<file path="src/rtl/snn_spi_master.sv">
// ---------------------------------------------------------------------------
// snn_spi_master
//   SPI (mode 0) command master for an SNN core. A command is one 16-bit
//   frame: address byte first, then data byte, both MSB-first.
//
//   Frame timing, with H = CLK_DIV clk cycles per SPI half-period:
//     SETUP 2H  : cs_n low, sck low, mosi = first bit
//     SHIFT 32H : 16 bits, each H cycles sck low then H cycles sck high
//     HOLD  2H  : cs_n low, sck low
//     GAP   2H  : cs_n high; done pulses on the first GAP cycle
//   So a command takes 38H cycles from acceptance until cmd_ready returns.
//
//   Optional feature macro: SNN_SPI_MASTER_READBACK_EN
//     When defined, spi_miso is sampled on the rising sck edges of the data
//     byte and presented on rd_data, with rd_valid pulsing alongside done.
//
// Ports
//   clk        in   system clock, rising edge
//   rst_n      in   asynchronous active-low reset
//   cmd_valid  in   command request
//   cmd_ready  out  idle, command can be accepted
//   cmd_addr   in   [7:0] register address byte
//   cmd_data   in   [7:0] register data byte
//   spi_clk    out  SPI clock, idle low
//   spi_cs_n   out  SPI chip select, active low
//   spi_mosi   out  serial data to the core
//   spi_miso   in   serial data from the core
//   done       out  one-cycle pulse at the end of a frame
//   rd_data    out  [7:0] read-back byte        (READBACK_EN only)
//   rd_valid   out  read-back strobe            (READBACK_EN only)
// ---------------------------------------------------------------------------
module snn_spi_master #(
  parameter int CLK_DIV = 2
) (
  input  logic       clk,
  input  logic       rst_n,
  input  logic       cmd_valid,
  output logic       cmd_ready,
  input  logic [7:0] cmd_addr,
  input  logic [7:0] cmd_data,
  output logic       spi_clk,
  output logic       spi_cs_n,
  output logic       spi_mosi,
  input  logic       spi_miso,
`ifdef SNN_SPI_MASTER_READBACK_EN
  output logic [7:0] rd_data,
  output logic       rd_valid,
`endif
  output logic       done
);

  typedef enum logic [2:0] {
    ST_IDLE,
    ST_SETUP,
    ST_SHIFT,
    ST_HOLD,
    ST_GAP
  } state_t;

  // Last divider count of a half-period.
  localparam logic [7:0] HALF_LAST = 8'(CLK_DIV - 1);

  state_t      state_q, state_d;
  logic        half_q, half_d;      // which half of the current 2H slot
  logic [7:0]  div_q, div_d;        // cycle within the current half
  logic [4:0]  bit_q, bit_d;        // frame bit index during SHIFT
  logic [15:0] shift_q, shift_d;    // outgoing word, bit 15 is on the wire
  logic        ready_q, ready_d;
  logic        sck_q, sck_d;
  logic        cs_n_q, cs_n_d;
  logic        mosi_q, mosi_d;
  logic        done_q, done_d;
  logic        half_end;

  always_comb begin
    state_d  = state_q;
    half_d   = half_q;
    div_d    = div_q;
    bit_d    = bit_q;
    shift_d  = shift_q;
    done_d   = 1'b0;
    half_end = (div_q == HALF_LAST);

    if (state_q == ST_IDLE) begin
      if (cmd_valid && ready_q) begin
        state_d = ST_SETUP;
        shift_d = {cmd_addr, cmd_data};
        div_d   = 8'd0;
        half_d  = 1'b0;
        bit_d   = 5'd0;
      end
    end else if (!half_end) begin
      div_d = div_q + 8'd1;
    end else begin
      div_d  = 8'd0;
      half_d = ~half_q;
      // Every non-idle state is a whole number of 2H slots; act only at
      // the end of the second half of a slot.
      if (half_q) begin
        case (state_q)
          ST_SETUP: state_d = ST_SHIFT;
          ST_SHIFT: begin
            // End of the sck-high half: advancing here makes mosi change
            // together with the falling sck edge.
            shift_d = {shift_q[14:0], 1'b0};
            if (bit_q == 5'd15) begin
              state_d = ST_HOLD;
              bit_d   = 5'd0;
            end else begin
              bit_d = bit_q + 5'd1;
            end
          end
          ST_HOLD: begin
            state_d = ST_GAP;
            done_d  = 1'b1;
          end
          ST_GAP:  state_d = ST_IDLE;
          default: state_d = ST_IDLE;
        endcase
      end
    end

    // Outputs are decoded from the next state so that they leave flops
    // aligned with the state register.
    ready_d = (state_d == ST_IDLE);
    sck_d   = (state_d == ST_SHIFT) && half_d;
    cs_n_d  = !((state_d == ST_SETUP) || (state_d == ST_SHIFT) || (state_d == ST_HOLD));
    mosi_d  = cs_n_d ? 1'b0 : shift_d[15];
  end

  always_ff @(posedge clk or negedge rst_n) begin
    if (!rst_n) begin
      state_q <= ST_IDLE;
      half_q  <= 1'b0;
      div_q   <= 8'd0;
      bit_q   <= 5'd0;
      shift_q <= 16'd0;
      ready_q <= 1'b0;
      sck_q   <= 1'b0;
      cs_n_q  <= 1'b1;
      mosi_q  <= 1'b0;
      done_q  <= 1'b0;
    end else begin
      state_q <= state_d;
      half_q  <= half_d;
      div_q   <= div_d;
      bit_q   <= bit_d;
      shift_q <= shift_d;
      ready_q <= ready_d;
      sck_q   <= sck_d;
      cs_n_q  <= cs_n_d;
      mosi_q  <= mosi_d;
      done_q  <= done_d;
    end
  end

  assign cmd_ready = ready_q;
  assign spi_clk   = sck_q;
  assign spi_cs_n  = cs_n_q;
  assign spi_mosi  = mosi_q;
  assign done      = done_q;

`ifdef SNN_SPI_MASTER_READBACK_EN
  logic [7:0] rd_shift_q, rd_shift_d;
  logic [7:0] rd_data_q, rd_data_d;
  logic       rd_valid_q, rd_valid_d;

  always_comb begin
    rd_shift_d = rd_shift_q;
    rd_data_d  = rd_data_q;
    rd_valid_d = done_d;
    // Sample on the clk edge that raises sck, for bits 8..15 (data byte).
    if ((state_q == ST_SHIFT) && !half_q && half_end && bit_q[3]) begin
      rd_shift_d = {rd_shift_q[6:0], spi_miso};
    end
    if (done_d) begin
      rd_data_d = rd_shift_q;
    end
  end

  always_ff @(posedge clk or negedge rst_n) begin
    if (!rst_n) begin
      rd_shift_q <= 8'd0;
      rd_data_q  <= 8'd0;
      rd_valid_q <= 1'b0;
    end else begin
      rd_shift_q <= rd_shift_d;
      rd_data_q  <= rd_data_d;
      rd_valid_q <= rd_valid_d;
    end
  end

  assign rd_data  = rd_data_q;
  assign rd_valid = rd_valid_q;
`else
  logic unused_miso;
  assign unused_miso = spi_miso;
`endif

endmodule

</file>
<file path="config.mk">
export PLATFORM = sky130hd
export DESIGN_NAME = snn_spi_master
export DESIGN_NICKNAME = d
export VERILOG_FILES = /design/src/rtl/snn_spi_master.sv
export SDC_FILE = /design/constraint.sdc
export NUM_CORES = 1
export LEC_CHECK = 0
export CAP_MARGIN = 20
export CELL_PAD_IN_SITES_DETAIL_PLACEMENT = 0
export CELL_PAD_IN_SITES_GLOBAL_PLACEMENT = 1
export CORE_UTILIZATION = 40
export DETAILED_ROUTE_END_ITERATION = 8
export PLACE_DENSITY_LB_ADDON = 0.1
export SETUP_SLACK_MARGIN = 0.05
export SYNTH_ARGS = -nofsm -noshare
export SYNTH_HDL_FRONTEND = slang
export SYNTH_SLANG_ARGS = --single-unit
</file>
<file path="constraint.sdc">
create_clock -name clk -period 3.79 [get_ports clk]
set_input_delay 0.379 -clock clk [delete_from_list [all_inputs] [get_ports clk]]
set_output_delay 0.379 -clock clk [all_outputs]
set_load 0.02 [all_outputs]
</file>
==> results.cfg, run 1 <==
[status]
status = finished with violations
violations = design-rule violations

[worst_setup_path]
critical_path_peak_fanout = 13
timing.rr.start = div_q[4]
critPathArrivalTime_ns = 2.54
reg2reg_slack_ns = 1.43
crit_family = simple AND/OR/NAND/NOR gates
critPathKind = flop to flop
ff2ff_path_depth = 5
cp_slowest_cell = nor4_4
path_buf_inv = 1
rr_endpoint = spi_mosi
path_cells = nor4_4 -> and3_1 -> buf_4 -> a22oi_1 -> a2111oi_2
start_kind = flop
slowest_delay_ns = 0.55
critPathRequiredTime_ns = 3.97
crit_path_end_kind = flop

[grt]
overflow = 0
grt_pass1_wl_microns = 6090
antenna_found_initial = 0
gr-usage-all-layers_pct = 16.0
grt_pass1_vias = 1323
grt_max_degree = 39

[timing]
fin_crit_sh_pct = 62.3
final-hold-violation-count = 0
max_freq_mhz = 423
finalCriticalPeriod_ns = 2.36
setup_viol = 0
tightest_slew_ns = 0.873
maxSlewHeadroom_pct = 41.8
fin_ws_ns = 1.43
skew_ns = 0.00712
fin_setup_tns_ns = 0
slew_viol_final = 0
grt_setup_unrepaired = false

[pwr]
clockPowerShare_pct = 24.6
p_seq_share_pct = 41.3
p_int_w = 0.00113
power.switching_w = 0.000570
irDropWorstVdd_mv = 0.289
powerDensity_nw_per_um2 = 749
pwr-share-comb_pct = 34.1
swShare_pct = 33.6
cellLeakagePower_nw = 1.12

[finish]
nFillCells = 413
antenna_cells = 0
drive_gt1_share_pct = 10.8
area_delta_synth_final_pct = 20.7
nNetsFinal = 216

[logic_synthesis]
synth-warning-count = 0
synthDistinctLibCells = 41
synth_edf_count = 0
netlist_area_sq_um = 1880
async_reset_ff_share_pct = 100
yosys_most_used_dff = dfrtp_1
ys_ff_latch = 38
syn_nets = 194
synth_area_per_cell_sq_um = 11.0
netlist_instances = 171
netlist.area_leader.share_pct = 49.3
yosysSeqAreaShare_pct = 50.7
synth_area_leader_cell = dfrtp_1
synthTopCellsByArea = dfrtp_1, a22o_1, a21o_1

[floorplan]
die_height_microns = 70.5
placementRows = 24
die_x_microns = 70.5
core_region_area_sq_um = 4440
start_util_pct = 42.2
ios = 25
die_area_sq_um = 4970

[flow_run]
cap_viol_max_count = 0

[detailed_routing]
drt_iter0_markers = 66
ant_nets = 0
vias = 1358
drt_wl_total_microns = 3600
avgViaCountPerCell = 5.52
drc_errors = 2
dr.pass1.iters = 6
routedWlPerCell_microns = 14.6

[clock_network]
clockBufferDepth = 2
clk_latency_ns = 0.29
cts_resized = 0
numCtsBuffers = 5
cts_root_buffer = clkbuf_8
htree_levels = 2
cts-hold-fix-buffers = 0
cts_tree = yes
post_cts_buffers = 0
path_clk_slew_ns = 0.07
clock_sinks = 38

[placed_design]
gp_congestion = 0.753
post-place-ws_ns = 1.45
port-buffer-count = 23
dp.final_hpwl_microns = 2500

[min_path]
hold_class = input pin to async pin
[power groups by stage]
stage	clock network, W	logic [W]	registers, W
after floorplan	0	0.000456	0.000672
final	0.000417	0.000578	0.000700
after global routing	0.000450	0.000645	0.000721
after CTS	0.000432	0.000581	0.000698
after global placement	0	0.000566	0.000701
after detailed placement	0	0.000576	0.000706
[through the flow]
stage | hold WS, ns | power [W] | instances | area [sq um] | utilization (%)
4_1_cts | 0.217 | 0.00171 | 246 | 2260 | 51.0
5_1_grt | 0.254 | 0.00182 | 246 | 2260 | 51.0
3_3_place_gp | 0.460 | 0.00127 | 238 | 2120 | 47.7
6_report | 0.193 | 0.00170 | 246 | 2260 | 51.0
2_1_floorplan | 0.0834 | 0.00113 | 171 | 1880 | -
3_5_place_dp | 0.467 | 0.00128 | 238 | 2120 | 47.7
[worst register-to-register path: cells and delay by family, from the launching register on]
kind / cells / cell delay [ns]
AO/OA/AOI/OAI: 2 / 0.45
buffers and inverters: 1 / 0.28
flip-flops: 1 / 0.44
AND/OR/NAND/NOR: 2 / 1.09
[synth_stat cells, drive strengths merged (2+ instances only)]
cell	instances
a21oi	5
dfrtp	37
nand2	16
xnor2	2
nand3	10
inv	2
nand4	2
a211oi	2
a22o	18
buf	9
nor2b	3
or3	3
mux2i	3
and3	3
o21ai	8
nor3	2
a21o	18
nor2	8
nor3b	2
ha	3
[per-layer routing]
metal | up-vias | share of wire [%] | track usage, %
met5 | - | 0 | 0
met2 | 25 | 47 | 26.1
met1 | 650 | 48 | 19.8
met3 | 7 | 3.8 | 4.62
li1 | 676 | - | -
met4 | 0 | 1.5 | 6.80
[worst max path at each step]
| stage | from | end | slack (ns) | cells after the start |
|---|---|---|---|---|
| after floorplan | div_q[1] | bit_q[2] | 1.97 | 8 |
| final | div_q[4] | spi_mosi | 1.43 | 5 |
| after CTS | div_q[4] | spi_mosi | 1.42 | 5 |
| after global routing | div_q[4] | spi_mosi | 1.23 | 5 |
| after detailed placement | div_q[4] | spi_mosi | 1.45 | 5 |
| after global placement | div_q[4] | spi_mosi | 1.50 | 5 |
[cells in the final DEF (no fill, tap or decap), types with 2 or more instances in the layout]
cell type        instances
a211oi_1                 2
a21o_1                  18
a21oi_1                  5
a22o_1                  18
and3_1                   3
buf_4                    2
bufinv_16                2
clkbuf_8                 6
clkdlybuf4s50_1         22
dfrtp_1                 37
ha_1                     3
inv_1                    2
mux2i_1                  3
nand2_1                 16
nand3_1                  9
nand4_1                  2
nor2_1                   6
nor2b_1                  3
nor3_2                   2
o21ai_0                  8
or3_1                    3
xnor2_1                  2
[flip-flops by register name, indices dropped and copies added (netlist names)]
| name | count |
|---|---|
| spi_clk | 1 |
| done | 1 |
| half_q | 1 |
| bit_q | 5 |
| shift_q | 16 |
| spi_cs_n | 1 |
| div_q | 8 |
| spi_mosi | 1 |
| cmd_ready | 1 |
| state_q | 3 |
[logic make-up (layout without fill, tap and decap cells)]
| family | count (synthesis) | after routing | share of synthesized area [%] |
|---|---|---|---|
| AOI/OAI and AO/OA | 60 | 60 | 24.3 |
| xor gates and xnor gates | 2 | 2 | 0.934 |
| adders and majority gates | 3 | 3 | 2.00 |
| buffers and inverters | 12 | 35 | 3.60 |
| DFF | 38 | 38 | 50.7 |
| muxes | 3 | 3 | 1.60 |
| and+or+nand+nor | 53 | 53 | 16.9 |
[cell type report]
class,instances,area [sq um],area share (%)
clock inverter,2,60.1,2.65
inverter,2,7.51,0.331
timing repair buffer,25,240,10.6
multi-input combinational,121,857,37.8
clock buffer,6,82.6,3.65
sequential,38,952,42.0
tap,52,65.1,2.87
(Power assumes the default switching activity.)
==> run 2, diff against run 1 <==
==> constraint.sdc (replaced) <==
create_clock -name clk -period 2.3 [get_ports clk]
set_input_delay 0.23 -clock clk [delete_from_list [all_inputs] [get_ports clk]]
set_output_delay 0.23 -clock clk [all_outputs]
set_load 0.02 [all_outputs]
==> results.cfg, run 2 (same netlist as run 1, synthesis figures left out) <==
[detailed_routing]
drt_wl_total_microns = 3680
drc_errors = 2
dr.pass1.iters = 6
vias = 1406
avgViaCountPerCell = 5.56
ant_nets = 0
routedWlPerCell_microns = 14.5
drt_iter0_markers = 144

[worst_setup_path]
critPathArrivalTime_ns = 2.16
start_kind = flop
reg2reg_slack_ns = 0.32
critPathRequiredTime_ns = 2.48
critPathKind = flop to flop
crit_path_end = spi_mosi
critical_path_peak_fanout = 9
path_cells = nor4bb_1 -> and3_1 -> a22oi_1 -> a2111oi_2
critPathLaunch = state_q[1]
timing.rr.start = state_q[1]
rr_endpoint = spi_mosi
ff2ff_path_depth = 4
cp_slowest_cell = dfrtp_1
slowest_delay_ns = 0.53
crit_path_end_kind = flop

[floorplan]
die_area_sq_um = 4970
die_x_microns = 70.5
core_region_area_sq_um = 4440
ios = 25
placementRows = 24
start_util_pct = 42.2
die_height_microns = 70.5

[status]
violations = design-rule violations
status = finished with violations

[placed_design]
dp_cells = 245
gp_congestion = 0.758
port-buffer-count = 23
dp.final_hpwl_microns = 2630

[pwr]
cellLeakagePower_nw = 1.13
irDropWorstVdd_mv = 0.460
p_total_w = 0.00262
powerDensity_nw_per_um2 = 1160

[finish]
largest_register = shift_q
final_cell_mix = dfrtp_1, clkdlybuf4s50_1, a21o_1, a22o_1, nand2_1
nNetsFinal = 223
final_cells = 253
antenna_cells = 0
drive_gt1_share_pct = 13.4
final_common_cell = dfrtp_1
reg_top3 = shift_q (16), div_q (8), bit_q (5)
largest_reg_flops = 16
area_delta_synth_final_pct = 20.7

[grt]
grt_pass1_wl_microns = 6640
gr-usage-all-layers_pct = 17.1
antenna_found_initial = 0
grt_pass1_vias = 1484
grt_max_degree = 39
overflow = 0

[clock_network]
clock_sinks = 38
cts-hold-fix-buffers = 0
numCtsBuffers = 5
cts_resized = 0
htree_levels = 2
post_cts_buffers = 0
cts_root_buffer = clkbuf_8
path_clk_slew_ns = 0.07
clockBufferDepth = 2
cts_tree = yes
clk_latency_ns = 0.28

[timing]
final-hold-violation-count = 0
fin_crit_sh_pct = 86.2
grt_setup_unrepaired = false
slew_viol_final = 0
setup_viol = 0
fin_setup_tns_ns = 0
finalCriticalPeriod_ns = 1.98
hold_ws_ns = 0.0511
tightest_slew_ns = 0.857
maxSlewHeadroom_pct = 42.9
skew_ns = 0.00862
max_freq_mhz = 505

[flow_run]
cap_viol_max_count = 0

[min_path]
hold_class = input pin to async pin
[run 2: power breakdown]
part	leakage (nW)	internal, W	switching (W)	total (W)
Clock	0.0482	0.000242	0.000217	0.000459
Combinational	0.590	0.000504	0.000513	0.00102
Sequential	0.492	0.000928	0.000217	0.00114
Total	1.13	0.00167	0.000947	0.00262
[run 2: worst min-delay path by stage]
stage | startpoint | endpoint | slack, ns | depth (start not counted)
after floorplan | rst_n | bit_q[0] | -0.07 | 0
after global placement | rst_n | state_q[1] | 0.38 | 1
after detailed placement | rst_n | done | 0.39 | 1
after CTS | rst_n | done | 0.08 | 1
after global routing | rst_n | done | 0.12 | 1
final | rst_n | state_q[1] | 0.05 | 1
[run 2: stage by stage]
step | worst slack, ns | utilization (%) | instance area (sq um)
3_5_place_dp | 0.314 | 48.9 | 2170
2_1_floorplan | 0.480 | - | 1880
4_1_cts | 0.293 | 51.0 | 2270
5_1_grt | 0.110 | 51.0 | 2270
3_3_place_gp | 0.399 | 48.9 | 2170
6_report | 0.318 | 51.0 | 2270
[run 2: area by class of cell]
| cell class | instances | area [sq um] |
|---|---|---|
| inverters | 2 | 7.51 |
| well taps | 52 | 65.1 |
| clock inverters | 1 | 5.00 |
| flip-flops and latches | 38 | 952 |
| multi-input cells | 121 | 857 |
| clock buffers | 7 | 86.3 |
| repair buffers | 32 | 293 |
| fillers | 405 | 2180 |
[run 2: metal layers]
layer	global-route usage (%)	up-vias	share of wire (%)
met3	3.61	4	3.0
met4	7.94	0	1.5
met1	19.9	683	45
met2	30.2	29	50
li1	-	690	-
met5	0	-	0
[run 2: worst max-delay path, delay by kind of cell, from the launching register on]
kind	cells	cell delay [ns]
and+or+nand+nor	2	0.83
AOI/OAI and AO/OA	2	0.52
DFF	1	0.53
